**src/rtl/hazard_unit_mc_if.sv**
```systemverilog
// ----------------------------------------------------------------------------
// hazard_unit_mc_if
// Bundle of every signal exchanged between the pipeline datapath and the
// hazard unit.
//   master : datapath side; drives register indices and stage status and
//            receives the forward selects, stalls and flushes.
//   slave  : hazard-unit side (the mirror image of master).
// Parameters:
//   REG_ADDR_W : register-index width
//   CNT_W      : width of the performance counters (HAZ_PERF_CNT_EN only)
// Optional feature macro: HAZ_PERF_CNT_EN adds StallCnt / FlushCnt.
// ----------------------------------------------------------------------------
interface hazard_unit_mc_if #(
    parameter int REG_ADDR_W = 5
`ifdef HAZ_PERF_CNT_EN
    , parameter int CNT_W = 32
`endif
);
    logic [REG_ADDR_W-1:0] Rs1D, Rs2D, Rs1E, Rs2E, RdE, RdM, RdW;
    logic                  RegWriteM, RegWriteW;
    logic [1:0]            ResultSrcE;
    logic                  PCSrcE;
    logic                  MemReqM, MemReadyM;
    logic [1:0]            ForwardAE, ForwardBE;
    logic                  StallF, StallD, StallE, StallM;
    logic                  FlushD, FlushE, FlushW;
`ifdef HAZ_PERF_CNT_EN
    logic [CNT_W-1:0]      StallCnt, FlushCnt;
`endif

    modport master (
        output Rs1D, Rs2D, Rs1E, Rs2E, RdE, RdM, RdW,
        output RegWriteM, RegWriteW, ResultSrcE, PCSrcE, MemReqM, MemReadyM,
        input  ForwardAE, ForwardBE,
        input  StallF, StallD, StallE, StallM,
        input  FlushD, FlushE, FlushW
`ifdef HAZ_PERF_CNT_EN
        , input StallCnt, FlushCnt
`endif
    );

    modport slave (
        input  Rs1D, Rs2D, Rs1E, Rs2E, RdE, RdM, RdW,
        input  RegWriteM, RegWriteW, ResultSrcE, PCSrcE, MemReqM, MemReadyM,
        output ForwardAE, ForwardBE,
        output StallF, StallD, StallE, StallM,
        output FlushD, FlushE, FlushW
`ifdef HAZ_PERF_CNT_EN
        , output StallCnt, FlushCnt
`endif
    );
endinterface

```
**src/rtl/hazard_unit_mc.sv**
```systemverilog
// ----------------------------------------------------------------------------
// hazard_unit_mc
// Hazard unit for a 5-stage RV32I pipeline with a variable-latency data
// memory: EX operand forwarding, multi-cycle load-use stalls, memory-wait
// freeze of F/D/E/M and branch/jump flush.
// Ports:
//   clk  : pipeline clock, rising edge
//   rst  : asynchronous active-high reset
//   hif  : hazard_unit_mc_if.slave (stage indices/status in; forward selects,
//          stalls and flushes out; optional perf counters out)
// Parameters:
//   REG_ADDR_W      : register-index width
//   LOAD_USE_STALLS : bubbles inserted per load-use hazard (>= 1)
//   CNT_W           : perf counter width (HAZ_PERF_CNT_EN only)
// Optional feature macro: HAZ_PERF_CNT_EN adds saturating StallCnt/FlushCnt.
//
// state     | meaning
// ----------+-------------------------------------------------------------
// S_RUN     | normal flow; detects load-use hazards and branch flushes
// S_LU_WAIT | inserting the remaining load-use bubbles (F/D held, E bubble)
// ----------------------------------------------------------------------------
module hazard_unit_mc #(
    parameter int REG_ADDR_W      = 5,
    parameter int LOAD_USE_STALLS = 1
`ifdef HAZ_PERF_CNT_EN
    , parameter int CNT_W = 32
`endif
) (
    input  logic               clk,
    input  logic               rst,
    hazard_unit_mc_if.slave    hif
);

    localparam int LU_CNT_W = (LOAD_USE_STALLS > 1) ? $clog2(LOAD_USE_STALLS) : 1;
    localparam logic [REG_ADDR_W-1:0] ZERO_REG = '0;

    typedef enum logic {S_RUN, S_LU_WAIT} state_t;

    state_t              r_state;
    logic [LU_CNT_W-1:0] r_cnt;

    logic       w_memwait, w_lu_hit;
    logic [1:0] w_fwd_a, w_fwd_b;
    logic       w_stall_f, w_stall_d, w_stall_e, w_stall_m;
    logic       w_flush_d, w_flush_e, w_flush_w;

    assign w_memwait = hif.MemReqM & ~hif.MemReadyM;
    assign w_lu_hit  = (hif.ResultSrcE == 2'b01) && (hif.RdE != ZERO_REG) &&
                       ((hif.Rs1D == hif.RdE) || (hif.Rs2D == hif.RdE));

    // Memory-stage result has priority over writeback (it is younger).
    always_comb begin
        w_fwd_a = 2'b00;
        if (hif.RegWriteM && hif.RdM == hif.Rs1E && hif.RdM != ZERO_REG)
            w_fwd_a = 2'b10;
        else if (hif.RegWriteW && hif.RdW == hif.Rs1E && hif.RdW != ZERO_REG)
            w_fwd_a = 2'b01;
    end

    always_comb begin
        w_fwd_b = 2'b00;
        if (hif.RegWriteM && hif.RdM == hif.Rs2E && hif.RdM != ZERO_REG)
            w_fwd_b = 2'b10;
        else if (hif.RegWriteW && hif.RdW == hif.Rs2E && hif.RdW != ZERO_REG)
            w_fwd_b = 2'b01;
    end

    // Memory wait freezes everything up to M and drops the W slot; it also
    // suppresses the E bubble so an in-flight load-use sequence resumes intact.
    always_comb begin
        w_stall_f = 1'b0;
        w_stall_d = 1'b0;
        w_stall_e = 1'b0;
        w_stall_m = 1'b0;
        w_flush_d = 1'b0;
        w_flush_e = 1'b0;
        w_flush_w = 1'b0;
        if (w_memwait) begin
            w_stall_f = 1'b1;
            w_stall_d = 1'b1;
            w_stall_e = 1'b1;
            w_stall_m = 1'b1;
            w_flush_w = 1'b1;
        end else if (r_state == S_LU_WAIT) begin
            w_stall_f = 1'b1;
            w_stall_d = 1'b1;
            w_flush_e = 1'b1;
        end else if (hif.PCSrcE) begin
            // Taken branch squashes the dependent instruction anyway.
            w_flush_d = 1'b1;
            w_flush_e = 1'b1;
        end else if (w_lu_hit) begin
            w_stall_f = 1'b1;
            w_stall_d = 1'b1;
            w_flush_e = 1'b1;
        end
    end

    always_ff @(posedge clk or posedge rst) begin
        if (rst) begin
            r_state <= S_RUN;
            r_cnt   <= '0;
        end else if (!w_memwait) begin
            case (r_state)
                S_RUN: begin
                    if (!hif.PCSrcE && w_lu_hit && (LOAD_USE_STALLS > 1)) begin
                        r_state <= S_LU_WAIT;
                        r_cnt   <= LU_CNT_W'(LOAD_USE_STALLS - 1);
                    end
                end
                S_LU_WAIT: begin
                    r_cnt <= r_cnt - 1'b1;
                    if (r_cnt == LU_CNT_W'(1))
                        r_state <= S_RUN;
                end
                default: begin
                    r_state <= S_RUN;
                    r_cnt   <= '0;
                end
            endcase
        end
    end

    // Outputs are forced quiet for the whole time reset is asserted.
    assign hif.ForwardAE = rst ? 2'b00 : w_fwd_a;
    assign hif.ForwardBE = rst ? 2'b00 : w_fwd_b;
    assign hif.StallF    = w_stall_f & ~rst;
    assign hif.StallD    = w_stall_d & ~rst;
    assign hif.StallE    = w_stall_e & ~rst;
    assign hif.StallM    = w_stall_m & ~rst;
    assign hif.FlushD    = w_flush_d & ~rst;
    assign hif.FlushE    = w_flush_e & ~rst;
    assign hif.FlushW    = w_flush_w & ~rst;

`ifdef HAZ_PERF_CNT_EN
    logic [CNT_W-1:0] r_stall_cnt, r_flush_cnt;

    always_ff @(posedge clk or posedge rst) begin
        if (rst) begin
            r_stall_cnt <= '0;
            r_flush_cnt <= '0;
        end else begin
            if (w_stall_f && (r_stall_cnt != {CNT_W{1'b1}}))
                r_stall_cnt <= r_stall_cnt + 1'b1;
            if (hif.PCSrcE && !w_memwait && (r_flush_cnt != {CNT_W{1'b1}}))
                r_flush_cnt <= r_flush_cnt + 1'b1;
        end
    end

    assign hif.StallCnt = r_stall_cnt;
    assign hif.FlushCnt = r_flush_cnt;
`endif

endmodule
```
**src/flat_wrapper.sv**
```systemverilog
// flat-port wrapper written by rule: the top's interface ports become plain ports
module hazard_unit_mc_flat 
#(
    parameter int REG_ADDR_W      = 5,
    parameter int LOAD_USE_STALLS = 1

)
  (clk, rst, hif_Rs1D, hif_Rs2D, hif_Rs1E, hif_Rs2E, hif_RdE, hif_RdM, hif_RdW, hif_RegWriteM, hif_RegWriteW, hif_ResultSrcE, hif_PCSrcE, hif_MemReqM, hif_MemReadyM, hif_ForwardAE, hif_ForwardBE, hif_StallF, hif_StallD, hif_StallE, hif_StallM, hif_FlushD, hif_FlushE, hif_FlushW);
  hazard_unit_mc_if #(.REG_ADDR_W(REG_ADDR_W)) hif_i ();
  input  logic clk;
  input  logic rst;
  input wire logic [$bits(hif_i.Rs1D)-1:0] hif_Rs1D;
  input wire logic [$bits(hif_i.Rs2D)-1:0] hif_Rs2D;
  input wire logic [$bits(hif_i.Rs1E)-1:0] hif_Rs1E;
  input wire logic [$bits(hif_i.Rs2E)-1:0] hif_Rs2E;
  input wire logic [$bits(hif_i.RdE)-1:0] hif_RdE;
  input wire logic [$bits(hif_i.RdM)-1:0] hif_RdM;
  input wire logic [$bits(hif_i.RdW)-1:0] hif_RdW;
  input wire logic [$bits(hif_i.RegWriteM)-1:0] hif_RegWriteM;
  input wire logic [$bits(hif_i.RegWriteW)-1:0] hif_RegWriteW;
  input wire logic [$bits(hif_i.ResultSrcE)-1:0] hif_ResultSrcE;
  input wire logic [$bits(hif_i.PCSrcE)-1:0] hif_PCSrcE;
  input wire logic [$bits(hif_i.MemReqM)-1:0] hif_MemReqM;
  input wire logic [$bits(hif_i.MemReadyM)-1:0] hif_MemReadyM;
  output wire logic [$bits(hif_i.ForwardAE)-1:0] hif_ForwardAE;
  output wire logic [$bits(hif_i.ForwardBE)-1:0] hif_ForwardBE;
  output wire logic [$bits(hif_i.StallF)-1:0] hif_StallF;
  output wire logic [$bits(hif_i.StallD)-1:0] hif_StallD;
  output wire logic [$bits(hif_i.StallE)-1:0] hif_StallE;
  output wire logic [$bits(hif_i.StallM)-1:0] hif_StallM;
  output wire logic [$bits(hif_i.FlushD)-1:0] hif_FlushD;
  output wire logic [$bits(hif_i.FlushE)-1:0] hif_FlushE;
  output wire logic [$bits(hif_i.FlushW)-1:0] hif_FlushW;
  assign hif_i.Rs1D = hif_Rs1D;
  assign hif_i.Rs2D = hif_Rs2D;
  assign hif_i.Rs1E = hif_Rs1E;
  assign hif_i.Rs2E = hif_Rs2E;
  assign hif_i.RdE = hif_RdE;
  assign hif_i.RdM = hif_RdM;
  assign hif_i.RdW = hif_RdW;
  assign hif_i.RegWriteM = hif_RegWriteM;
  assign hif_i.RegWriteW = hif_RegWriteW;
  assign hif_i.ResultSrcE = hif_ResultSrcE;
  assign hif_i.PCSrcE = hif_PCSrcE;
  assign hif_i.MemReqM = hif_MemReqM;
  assign hif_i.MemReadyM = hif_MemReadyM;
  assign hif_ForwardAE = hif_i.ForwardAE;
  assign hif_ForwardBE = hif_i.ForwardBE;
  assign hif_StallF = hif_i.StallF;
  assign hif_StallD = hif_i.StallD;
  assign hif_StallE = hif_i.StallE;
  assign hif_StallM = hif_i.StallM;
  assign hif_FlushD = hif_i.FlushD;
  assign hif_FlushE = hif_i.FlushE;
  assign hif_FlushW = hif_i.FlushW;
  hazard_unit_mc #(.REG_ADDR_W(REG_ADDR_W), .LOAD_USE_STALLS(LOAD_USE_STALLS)) u_core (.clk(clk), .rst(rst), .hif(hif_i));
endmodule
```
**config.mk**
```make
export PLATFORM = sky130hd
export DESIGN_NAME = hazard_unit_mc_flat
export DESIGN_NICKNAME = d
export VERILOG_FILES = /design/src/rtl/hazard_unit_mc_if.sv /design/src/rtl/hazard_unit_mc.sv /design/src/flat_wrapper.sv
export SDC_FILE = /design/constraint.sdc
export NUM_CORES = 1
export LEC_CHECK = 0
export BUFFER_PORTS_ARGS = -buffer_cell sky130_fd_sc_hd__buf_2
export CORE_MARGIN = 2
export CORE_UTILIZATION = 36
export DETAILED_ROUTE_END_ITERATION = 7
export PLACE_DENSITY_LB_ADDON = 0.3
export SYNTH_ARGS = -nofsm -noshare
export SYNTH_HDL_FRONTEND = slang
export SYNTH_SLANG_ARGS = --single-unit
```
**constraint.sdc**
```tcl
create_clock -name clk -period 1.6 [get_ports clk]
set_input_delay 0.24 -clock clk [delete_from_list [all_inputs] [get_ports clk]]
set_output_delay 0.24 -clock clk [all_outputs]
set_load 0.005 [all_outputs]
```
==> After elaboration in Yosys (flattened, before gate mapping) <==
Cells that the tools add are included.
Widths: inputs -> output; s select.
{ "totals": {"reg_bits": 2, "wordCells": 52} }
{ "op_classes": {"add_sub_neg": 1, "eq_ne": 7, "mux": 19, "bitwise_logic": 8, "n_reduce_logical": 15} }
{ "op_table": {"columns": ["operator", "count"], "rows": [
  ["$eq 5x5->1", 6],
  ["$mux 1", 15],
  ["$reduce_bool 5->1", 3],
  ["$logic_and 1x1->1", 10],
  ["$mux 2", 4],
  ["$and 1x1->1", 5],
  ["$not 1->1", 3],
  ["$eq 2x1->1 const B", 1],
  ["$reduce_and 2->1", 1],
  ["$logic_or 1x1->1", 1],
  ["$sub 1x1->1 const B", 1]
]} }

==> Logic depth before layout (Yosys ltp) <==
{ "logic_depth": {"ltp_word": 8, "depth_mapped": 5, "mapped_depth_nobuf": 4} }

==> Worst setup path before layout <==
Ideal clock, no wire load.
{ "synth_path": {"kind": "input port to output port", "from": "input port hif_RdM[1]", "to": "output port hif_ForwardAE[0]", "t_arrival_ns": 1.309, "t_required_ns": 1.360, "slack_ns": 0.051, "stages": 4, "path_buffers": 0, "path_cell_list": "or4_1 o21ai_2 nor3_1 nor4_2"} }
{ "synth_between": {"elab_chain_len": 5, "elab_cells_between_ends": 6, "classes_between": "eq/ne: 1; mux: 2; reduce/logical: 3"} }
{ "synth_lines": {"columns": ["element", "line_no", "rtl"], "rows": [
  ["start, declared", "flat_wrapper.sv:17", "input wire logic [$bits(hif_i.RdM)-1:0] hif_RdM;"],
  ["$eq 5x5->1", "hazard_unit_mc.sv:54", "if (hif.RegWriteM && hif.RdM == hif.Rs1E && hif.RdM != ZERO_REG)"],
  ["$logic_and 1x1->1", "hazard_unit_mc.sv:54", null],
  ["$logic_and 1x1->1 *", "hazard_unit_mc.sv:54", null],
  ["$mux 2 *", "hazard_unit_mc.sv:54", null],
  ["$mux 2 *", "hazard_unit_mc.sv:125", "assign hif.ForwardAE = rst ? 2'b00 : w_fwd_a;"],
  ["end, declared", "flat_wrapper.sv:25", "output wire logic [$bits(hif_i.ForwardAE)-1:0] hif_ForwardAE;"]
]} }
Every way passes the cells marked *; elsewhere a longest branch is shown, timed or not.

==> Worst setup path after layout <==
{ "layout_path": {"from": "input port hif_RdM[4]", "to": "output port hif_ForwardAE[0]"} }
The elaborated chain is that of the path after synthesis.

==> out/metrics.cfg <==
[routing]
drc = 0
firstDrtPassIters = 4
dr_total_vias = 812
antenna_left = 0
initialDrtViolationCount = 6
via_per_inst = 5.21
routed_wl_mm = 2.12
routedWlPerCell_um = 13.6

[timing]
whs_ns = 0.358
finalSetupViolations = 4
setup_ws_ns = -0.152
period_needed_ns = 1.75
tightest_slew_ns = 0.270
slew_headroom_pct = 81.8
fin_crit_sh_pct = 110
rsz0062_at_grt = yes
hold_viol_final = 0
finalSetupTns_ns = -0.295
fmax_mhz = 571
fin_skew_ns = 0.00209
report.final.slew_viol_count = 0

[placed_design]
portBuffers = 54
gp_congestion = 0.815
place_area_um2 = 922
hpwl_mm = 1.49

[clock_tree]
clk_pin_slew_ns = 0.03
cts_made_buffers = 3
cts_buffer_depth = 2
clk_latency_ns = 0.22
htree_num_levels = 1
cts-root-buf = clkbuf_4
cts_tree = built
cts_sinks = 2

[final_layout]
nets = 186
area_growth_syn_to_layout_pct = 95.0
design_area_mm2 = 0.00112
mostFrequentLayoutCells = 46 x buf_2, 19 x xor2_1, 11 x xnor2_1
antennaDiodeCount = 0
drive_above_1_share_pct = 63.6
final_common_cell = buf_2

[logic_synthesis]
yosysSeqAreaShare_pct = 8.70
avgSynthCellArea_um2 = 7.88
syn_inst = 73
synth_nets = 117
synth_cell_types = 24
yosysWarnings = 0
synth_area_um2 = 576
ys_seq_elements = 2

[setup_path]
cp.required_ns = 1.36
cp-end-kind = output port
critical_path_class = in -> out
crit_fanout = 3
reg2reg_depth = 2
crit_arrival_ns = 1.51
cp-start-kind = input port

[power]
p_per_area_mw_per_mm2 = 375
ir_worst_vdd_v = 0.000190
p_leak_nw = 0.536

[grt]
antenna_found_initial = 0
grt_pass1_vias = 866
grt_pass1_wl_mm = 3.48
grt_max_degree = 8
grt_usage_pct = 24.7
overflow = 0

[die]
chipHeight_um = 44.0
die_w_um = 44.0
io_pins = 55
die_area_mm2 = 0.00193
coreArea_mm2 = 0.00151
rows = 14
initial_core_util_pct = 38.2

[worst_hold_path]
hp-class = in -> reg
worstHoldPathCells = 3

[run_status]
status = finished with violations
violations = negative setup slack

[flow_run]
cap_violations = 0

## stage by stage
stage | instances | setup slack, ns | util, % | total power [W]
6_report | 156 | -0.152 | 74.5 | 0.000421
5_1_grt | 156 | -0.190 | 74.5 | 0.000450
2_1_floorplan | 73 | 0.0513 | - | 0.000144
3_3_place_gp | 150 | -0.156 | 61.2 | 0.000253
4_1_cts | 157 | -0.120 | 73.6 | 0.000414
3_5_place_dp | 150 | -0.183 | 61.2 | 0.000258
## layer usage
layer  wire length (um)  vias to the layer above  track usage, %
li1                   -                      390               -
met1                673                      356            22.6
met2               1220                       56            51.8
met3                147                       10            1.25
met4                 78                        0            13.3
met5                  0                        -               0
## worst max-delay path: stages
cell     delay (ns)
buf_6          0.09
or4_4          0.53
o21ai_4        0.20
buf_4          0.14
nor3_2         0.04
nor4_2         0.12
buf_2          0.15
## repair_timing
action                                 in CTS  in global routing
hold buffers                                1                  0
setup endpoints to repair                   5                  7
setup buffers                               3                  0
pin swaps                                  20                  9
endpoints found under the hold margin       2                  0
gates cloned                                0                  0
resized for setup                          28                  4
## sequential cells by signal, indices dropped and copies added, names as in the netlist
name            cells
u_core.r_cnt        1
u_core.r_state      1
## path summary, 6_finish.rpt
path,to,start,slack (ns)
worst max register to register,u_core.r_cnt$_DFFE_PP0P_,u_core.r_state$_DFFE_PP0N_,0.90
worst min-delay path,u_core.r_state$_DFFE_PP0N_,hif_MemReqM,0.36
min in group asynchronous,u_core.r_state$_DFFE_PP0N_,rst,0.53
max in group asynchronous,u_core.r_cnt$_DFFE_PP0P_,rst,0.94
worst max-delay path,hif_ForwardAE[0],hif_RdM[4],-0.15
worst min register to register,u_core.r_cnt$_DFFE_PP0P_,u_core.r_cnt$_DFFE_PP0P_,0.46
## synth_stat cells
library cell,n,share of area (%)
o41ai_1,1,1.5
nor2_1,4,2.6
nand2_1,3,2.0
nand2b_1,1,1.1
a21boi_0,1,1.3
nor4b_1,1,1.5
dfrtp_1,2,8.7
or3_1,1,1.1
xnor2_1,11,17
or4_1,5,6.5
inv_2,1,0.65
o21ai_2,1,1.5
a22oi_1,1,1.3
clkbuf_1,1,0.65
o21ai_0,2,1.7
nor4_2,2,4.3
buf_4,3,3.9
o32ai_1,1,1.5
nor4_1,2,2.2
xor2_1,20,30
nor2b_1,2,2.2
o211ai_1,1,1.3
nor3_1,4,3.5
nand3_1,2,1.7
## power breakdown
part / switching, W / internal, W
combinational: 0.000121 / 0.000142
sequential: 0 / 0.0000510
clock: 0.0000241 / 0.0000823
total: 0.000146 / 0.000276
## cell type report
cell class	count	area, um2
multi-input cells	66	579
repair buffers	68	447
fillers	118	384
flip-flops and latches	2	50.0
clock buffers	3	22.5
well taps	16	20.0
inverters	1	3.75
## cell families after synthesis
group                  Yosys count  synth area share, %
XOR/XNOR                        31                 47.2
AO/OA/AOI/OAI                    8                 10.2
buffers and inverters            5                 5.22
flip-flops                       2                 8.70
AND/OR/NAND/NOR                 27                 28.7
No activity file was read; power rests on OpenSTA's default activity.
